File: src/rtl/gtech_inbuf_filt.sv
// -----------------------------------------------------------------------------
// gtech_inbuf_filt
//
// Multi-channel pad input buffer.
//
// Each pad input passes through a SYNC_STAGES-deep synchroniser and then a
// persistence filter. A new level is accepted only after it has been seen on
// the synchroniser output for FILT_CYCLES consecutive cycles. Shorter
// excursions are discarded. Optional registered RISE/FALL pulses mark each
// accepted transition.
//
// Build option:
//   GTECH_INBUF_FILT_EDGE_EN  defined   -> RISE/FALL edge-detect flops built
//                             undefined -> RISE/FALL tied to 0, no flops
//
// Parameters:
//   WIDTH        number of independent channels (>=1)
//   SYNC_STAGES  synchroniser flops per channel (>=2)
//   FILT_CYCLES  persistence cycles needed to accept a new level (>=1)
//   RST_VAL      reset level of synchroniser flops and DATA_IN
//
// Ports:
//   CLK      in   sole clock, rising edge
//   RST      in   synchronous reset, active-high
//   PAD_IN   in   [WIDTH] asynchronous pad levels
//   DATA_IN  out  [WIDTH] synchronised, filtered levels
//   RISE     out  [WIDTH] one-cycle pulse on accepted 0->1
//   FALL     out  [WIDTH] one-cycle pulse on accepted 1->0
// -----------------------------------------------------------------------------
module gtech_inbuf_filt #(
  parameter int   WIDTH       = 8,
  parameter int   SYNC_STAGES = 2,
  parameter int   FILT_CYCLES = 4,
  parameter logic RST_VAL     = 1'b0
) (
  input  logic             CLK,
  input  logic             RST,
  input  logic [WIDTH-1:0] PAD_IN,
  output logic [WIDTH-1:0] DATA_IN,
  output logic [WIDTH-1:0] RISE,
  output logic [WIDTH-1:0] FALL
);

  localparam int               CNT_W    = $clog2(FILT_CYCLES + 1);
  localparam logic [CNT_W-1:0] CNT_LAST = CNT_W'(FILT_CYCLES - 1);
  localparam logic [CNT_W-1:0] CNT_ONE  = CNT_W'(1);

  logic [WIDTH-1:0] sync_p0 [SYNC_STAGES];
  logic [WIDTH-1:0] sync_last;
  logic [CNT_W-1:0] cnt_p1  [WIDTH];
  logic [WIDTH-1:0] data_p1;
  logic [WIDTH-1:0] accept;

  // ---- Stage 0: synchroniser chain ----
  always_ff @(posedge CLK) begin
    if (RST) begin
      for (int s = 0; s < SYNC_STAGES; s++) begin
        sync_p0[s] <= {WIDTH{RST_VAL}};
      end
    end else begin
      sync_p0[0] <= PAD_IN;
      for (int s = 1; s < SYNC_STAGES; s++) begin
        sync_p0[s] <= sync_p0[s-1];
      end
    end
  end

  assign sync_last = sync_p0[SYNC_STAGES-1];

  // A channel accepts its new level on the edge where the mismatch has
  // already persisted FILT_CYCLES-1 cycles and is still present.
  always_comb begin
    accept = '0;
    for (int i = 0; i < WIDTH; i++) begin
      accept[i] = (sync_last[i] != data_p1[i]) && (cnt_p1[i] == CNT_LAST);
    end
  end

  // ---- Stage 1: persistence filter ----
  // Any cycle that agrees with the current level clears the count, so a
  // mismatch never accumulates across interruptions.
  always_ff @(posedge CLK) begin
    if (RST) begin
      data_p1 <= {WIDTH{RST_VAL}};
      for (int i = 0; i < WIDTH; i++) begin
        cnt_p1[i] <= '0;
      end
    end else begin
      for (int i = 0; i < WIDTH; i++) begin
        if (sync_last[i] == data_p1[i]) begin
          cnt_p1[i] <= '0;
        end else if (accept[i]) begin
          data_p1[i] <= sync_last[i];
          cnt_p1[i]  <= '0;
        end else begin
          cnt_p1[i] <= cnt_p1[i] + CNT_ONE;
        end
      end
    end
  end

  assign DATA_IN = data_p1;

`ifdef GTECH_INBUF_FILT_EDGE_EN
  logic [WIDTH-1:0] rise_p1;
  logic [WIDTH-1:0] fall_p1;

  // ---- Stage 1: edge pulses, registered alongside DATA_IN ----
  // Derived from the acceptance itself, so the pulse lands in the same
  // cycle DATA_IN first shows the new level and reset never produces one.
  always_ff @(posedge CLK) begin
    if (RST) begin
      rise_p1 <= '0;
      fall_p1 <= '0;
    end else begin
      rise_p1 <= accept & sync_last;
      fall_p1 <= accept & ~sync_last;
    end
  end

  assign RISE = rise_p1;
  assign FALL = fall_p1;
`else
  assign RISE = '0;
  assign FALL = '0;
`endif

endmodule
File: config.mk
export PLATFORM = sky130hd
export DESIGN_NAME = gtech_inbuf_filt
export DESIGN_NICKNAME = d
export VERILOG_FILES = /design/src/rtl/gtech_inbuf_filt.sv
export SDC_FILE = /design/constraint.sdc
export NUM_CORES = 1
export LEC_CHECK = 0
export BUFFER_PORTS_ARGS = -buffer_cell sky130_fd_sc_hd__buf_2
export CORE_ASPECT_RATIO = 0.8
export CORE_MARGIN = 8
export CORE_UTILIZATION = 45
export DETAILED_ROUTE_END_ITERATION = 8
export PLACE_DENSITY = 0.66
export SETUP_SLACK_MARGIN = 0.2
export SLEW_MARGIN = 20
export SYNTH_ARGS = -nofsm -noshare
export SYNTH_HDL_FRONTEND = slang
export SYNTH_SLANG_ARGS = --single-unit
File: constraint.sdc
create_clock -name CLK -period 4.16 [get_ports CLK]
set_clock_uncertainty 0.1 [all_clocks]
set_input_delay 0.832 -clock CLK [delete_from_list [all_inputs] [get_ports CLK]]
set_output_delay 0.832 -clock CLK [all_outputs]
set_load 0.02 [all_outputs]
Yosys cells after proc, flatten, opt, wreduce, memory -nomap -nowiden
Memory sizes are Yosys's and may differ from the RTL's.
Index checks and enable logic that the tools add are counted.
{"block": "classes", "n_addsub": 8, "n_mul": 0, "div": 0, "n_lt_le_gt_ge": 0, "eq_ne": 24, "shift": 0, "muxes": 117, "bitwise": 34, "reduce_logical": 16}
{"op": "two-way mux 1 bit", "count": 91}
{"op": "two-way mux 3 bit", "count": 24}
{"op": "OR 1 bit", "count": 26}
{"op": "adder 3 x 1 -> 3 bit, second input constant", "count": 8}
{"op": "== test 3 x 2 -> 1 bit, second input constant", "count": 8}
{"op": "two-way mux 8 bit", "count": 2}
{"op": "AND reduction 2 bit", "count": 8}
{"op": "== test 1 bit", "count": 8}
{"op": "logical AND 1 bit", "count": 8}
{"op": "!= test 1 bit", "count": 8}
{"op": "NOT 1 bit", "count": 8}
{"block": "totals", "regBits": 8, "latch_bits": 0, "ramBits": 40, "mem_bits_ro": 0, "out_inout_bits": 24, "n_memories": 2}
{"name": "cnt_p1", "words": 8, "width": 3, "read_ports": 8, "rd_ports_with_merged_regs": 0, "wr": 8, "line": "50", "source": "logic [CNT_W-1:0] cnt_p1 [WIDTH];"}
{"name": "sync_p0", "words": 2, "width": 8, "read_ports": 2, "rd_ports_with_merged_regs": 0, "wr": 2, "line": "48", "source": "logic [WIDTH-1:0] sync_p0 [SYNC_STAGES];"}

Longest topological paths before layout
An unclocked memory read counts as a cell.
{"block": "logic_depth", "word_depth": 9, "ltp_mapped": 4, "depth_no_buf": 4}

Least setup slack after synthesis
OpenSTA, ideal clock, no wires.
{"block": "synth_path", "kind": "input to register", "start": "input port RST", "end": "memory cnt_p1[0][3] (netlist bit) (data pin)", "arrival_time_ns": 1.306, "t_required_ns": 3.890, "setup_slack_ns": 2.584, "stages": 3, "n_path_buf": 2, "path_cell_list": "buf_6 buf_6 nor4_2"}
{"element": "start: declaration", "line": "37", "source": "input logic RST,"}
{"element": "end: declaration", "line": "50"}

Worst setup path after layout
{"block": "layout_path", "start": "register data_p1[4], in the netlist DATA_IN[4]", "end": "output port DATA_IN[4]"}
{"element": "start: declaration", "line": "51", "source": "logic [WIDTH-1:0] data_p1;"}
{"element": "start signal: assignment", "line": "84", "source": "data_p1 <= {WIDTH{RST_VAL}};"}
{"element": "start signal: indexed assignment", "line": "93", "source": "data_p1[i] <= sync_last[i];"}
{"element": "end: declaration", "line": "39", "source": "output logic [WIDTH-1:0] DATA_IN,"}
No word-level cell between the ends.

==> metrics.md <==
| Metric | Value |
|---|---|
| Run status | finished, final reports clean |
| Initial antenna violation count | 0 |
| Avg Cell Area, Syn | between 10 and 15 um^2 |
| Logic pwr share | ~6.8% |
| CP startpoint | DATA_IN[4]$_SDFFE_PP0P_ |
| Worst-path clk slew | 0.08 ns |
| Setup ws final | 2.368 ns |
| Seq cells post-synth | 48 |
| Number of global-route vias before repair | between 1000 and 1500 |
| Vias/cell | 4.249 |
| Routability cong. | 0.6892 |
| Max-cap violations | 0 |
| Post-cts resize count | 0 |
| # hold bufs at CTS | 0 |
| Share of cells above drive strength 1 | 12.44% |
| Fill count | 437 |
| First-pass GRT wire length | 4.623 mm |
| CP Buf/Inv Count | 1 |
| Hold path endpoint | sync_p0[0][11]$_SDFF_PP0_ |
| Commonest non-fill, non-tap cell in the layout | conb_1 |
| Commonest non-fill, non-tap cells in the layout | conb_1, dfxtp_1, edfxtp_1, buf_2 |
| Synthesis Warnings | 0 |
| Final ANT Viol Nets | 0 |
| Worst slack, placed | 2.080 ns |
| Routed WL | around 2.6 mm |
| Switch share | 22.20% |
| Slew Limit Headroom | 42.89% |
| Crit share post-route | a little over two fifths |
| Final Hold Vio Count | 0 |
| Starting Density | between 40% and 50% |
| Die Y | approximately 77 um |
| Clock Tree Root | clkbuf_8 |
| Register area | 1201 um^2 |
| # DRC | 0 |
| All-Layer GR Usage | under 10% |
| Port buffer count | 17 |
| Ports | 34 |
| Layout net count | 226 |
| Worst Path Class, Setup | reg2out |
| Worst path arrival time | 0.86 ns |
| CP cell instances | buf_2 |
| Worst Hold Launch | sync_p0[0][3]$_SDFF_PP0_ |
| Max frequency | 557.9 MHz |
| Max stage delay on crit path | 0.38 ns |
| Routed len/inst | 10.04 um |
| Drt first pass iters | 2 |
| Reg-to-Reg End | cnt_p1[1][5]$_SDFFCE_PN0P_ |
| Area post-placement | 2211 um^2 |
| Seq/Total Area, Yosys | roughly 58% |
| Clk buf depth | 2 |
| Rows | 22 |
| Crit path max fanout | 3 |
| Final min period | 1.792 ns |
| Reg2Reg Setup Slack | 2.70 ns |
| Area of the multi-input gates | between 800 and 900 um^2 |
| Slew at the pin closest to its max-slew limit | 0.8566 ns |
| Startpoint Class | flop |
| Pwr/cell area | 364.9 nW/um^2 |
| Grt ovf | 0 |
| CTS H-Tree Depth | 2 |
| Post-synthesis cell type count | 16 |
| Setup TNS | 0 ns |
| Reg2Reg Depth | 3 |
| Iteration-0 DRC Markers | 58 |
| Post-DP HPWL | between 1.5 and 2 mm |
| Clock Latency Late Sink | 0.30 ns |
| Die width | 91.84 um |
| Core area | 4514 um^2 |
| Hold Path Stages | 1 |
| Leakage | 0.0009463 uW |
| Post-CTS Setup Bufs | 0 |
| Min-delay worst type | reg2reg |
| Syn Std Cell Area | a little over 2000 um^2 |
| Flop pwr share | 62.4% |
| CTS sink count | 48 |
| CTS tree | done |
| Die area | approximately 7000 um^2 |
| Setup violators final | 0 |
| Diodes inserted | 0 |
| CTS Buf Count | 5 |
| Layout area overhead | 10.63% |
| Worst setup EP type | primary output |
| Slowest-stage cell, CP | dfxtp_1 |
| Largest net degree at the start of global routing | 49 |
| Slew Viols, Final | 0 |
| Fin area | 2291 um^2 |
| RSZ-0062 raised after global routing | no |
| P_int | 650.4 uW |
| VDD IR-drop max | 0.2393 mV |
| CP delay by family, top | flip-flops |
| CP required | 3.23 ns |
| Clock share of power | between 30% and 40% |
| Cells after synthesis | between 150 and 200 |
| DR vias | 1109 |
| Psw | 185.6 uW |
| Reg2reg start | cnt_p1[1][3]$_SDFFCE_PN0P_ |
[cell families after synthesis]
group	Yosys count	synth area share [%]
muxes	8	3.867
xor gates and xnor gates	8	3.384
other	2	0.3627
DFF	48	58.01
and+or+nand+nor	48	15.41
buffers and inverters	29	9.305
adders and majority gates	16	9.668
[final cells by class]
class	count	area share (%)
flip-flops and latches	48	52.43
multi-input cells	120	35.77
repair buffers	17	3.714
clock buffers	7	3.332
well taps	60	3.277
inverters	8	1.311
clock inverters	1	0.1638
[registers in the layout, indices dropped and copies added, names as in the netlist]
name / count
cnt_p1: 24
sync_p0: 16
DATA_IN: 8
[per-layer routing]
layer | up-vias | GRT usage, % | share of wire, %
li1 | 587 | - | -
met1 | 494 | 9.706 | 50
met2 | 24 | 11.34 | 41
met3 | 4 | 4.669 | 7.1
met4 | 0 | 4.334 | 0.95
met5 | - | 0 | 0
[through the flow]
step                      total power [uW]  std cells  util [%]  hold slack [ns]
final                                836.0        261     50.75           0.3409
after global routing                 880.9        261     50.75           0.3603
after CTS                            849.0        261     50.75           0.3471
after detailed placement             589.4        253     48.97           0.3283
after global placement               588.3        253     48.97           0.3174
after floorplan                      592.0        197         -           0.3138
[worst max path at each step]
stage          depth (start not counted)                           to  slack (ns)
5_1_grt                                1                   DATA_IN[6]        2.31
3_3_place_gp                           2  cnt_p1[0][11]$_SDFFCE_PN0P_        2.11
6_report                               1                   DATA_IN[4]        2.37
4_1_cts                                1                   DATA_IN[4]        2.35
2_1_floorplan                          3   cnt_p1[0][3]$_SDFFCE_PN0P_        2.58
3_5_place_dp                           2   cnt_p1[1][5]$_SDFFCE_PN0P_        2.08
[synth_stat cells]
master,number,area (um^2)
nor4_1,13,81.33
buf_2,1,5.000
clkbuf_1,1,3.750
conb_1,2,7.510
nor2b_1,16,100.1
buf_6,3,33.78
edfxtp_1,24,720.7
buf_4,16,120.1
nor2_1,8,30.03
nor4b_1,8,70.07
inv_1,8,30.03
mux2i_1,8,80.08
dfxtp_1,24,480.5
ha_1,16,200.2
nor4_2,3,37.54
xnor2_1,8,70.07
[power groups by stage]
stage | clock [uW] | sequential (uW) | combinational, uW
finish | 258 | 521 | 57.0
global route | 292 | 524 | 65.1
CTS | 271 | 522 | 56.9
detailed placement | 0 | 533 | 56.8
global placement | 0 | 532 | 56.2
floorplan | 0 | 531 | 60.5
No activity file was read; power rests on OpenSTA's default activity.
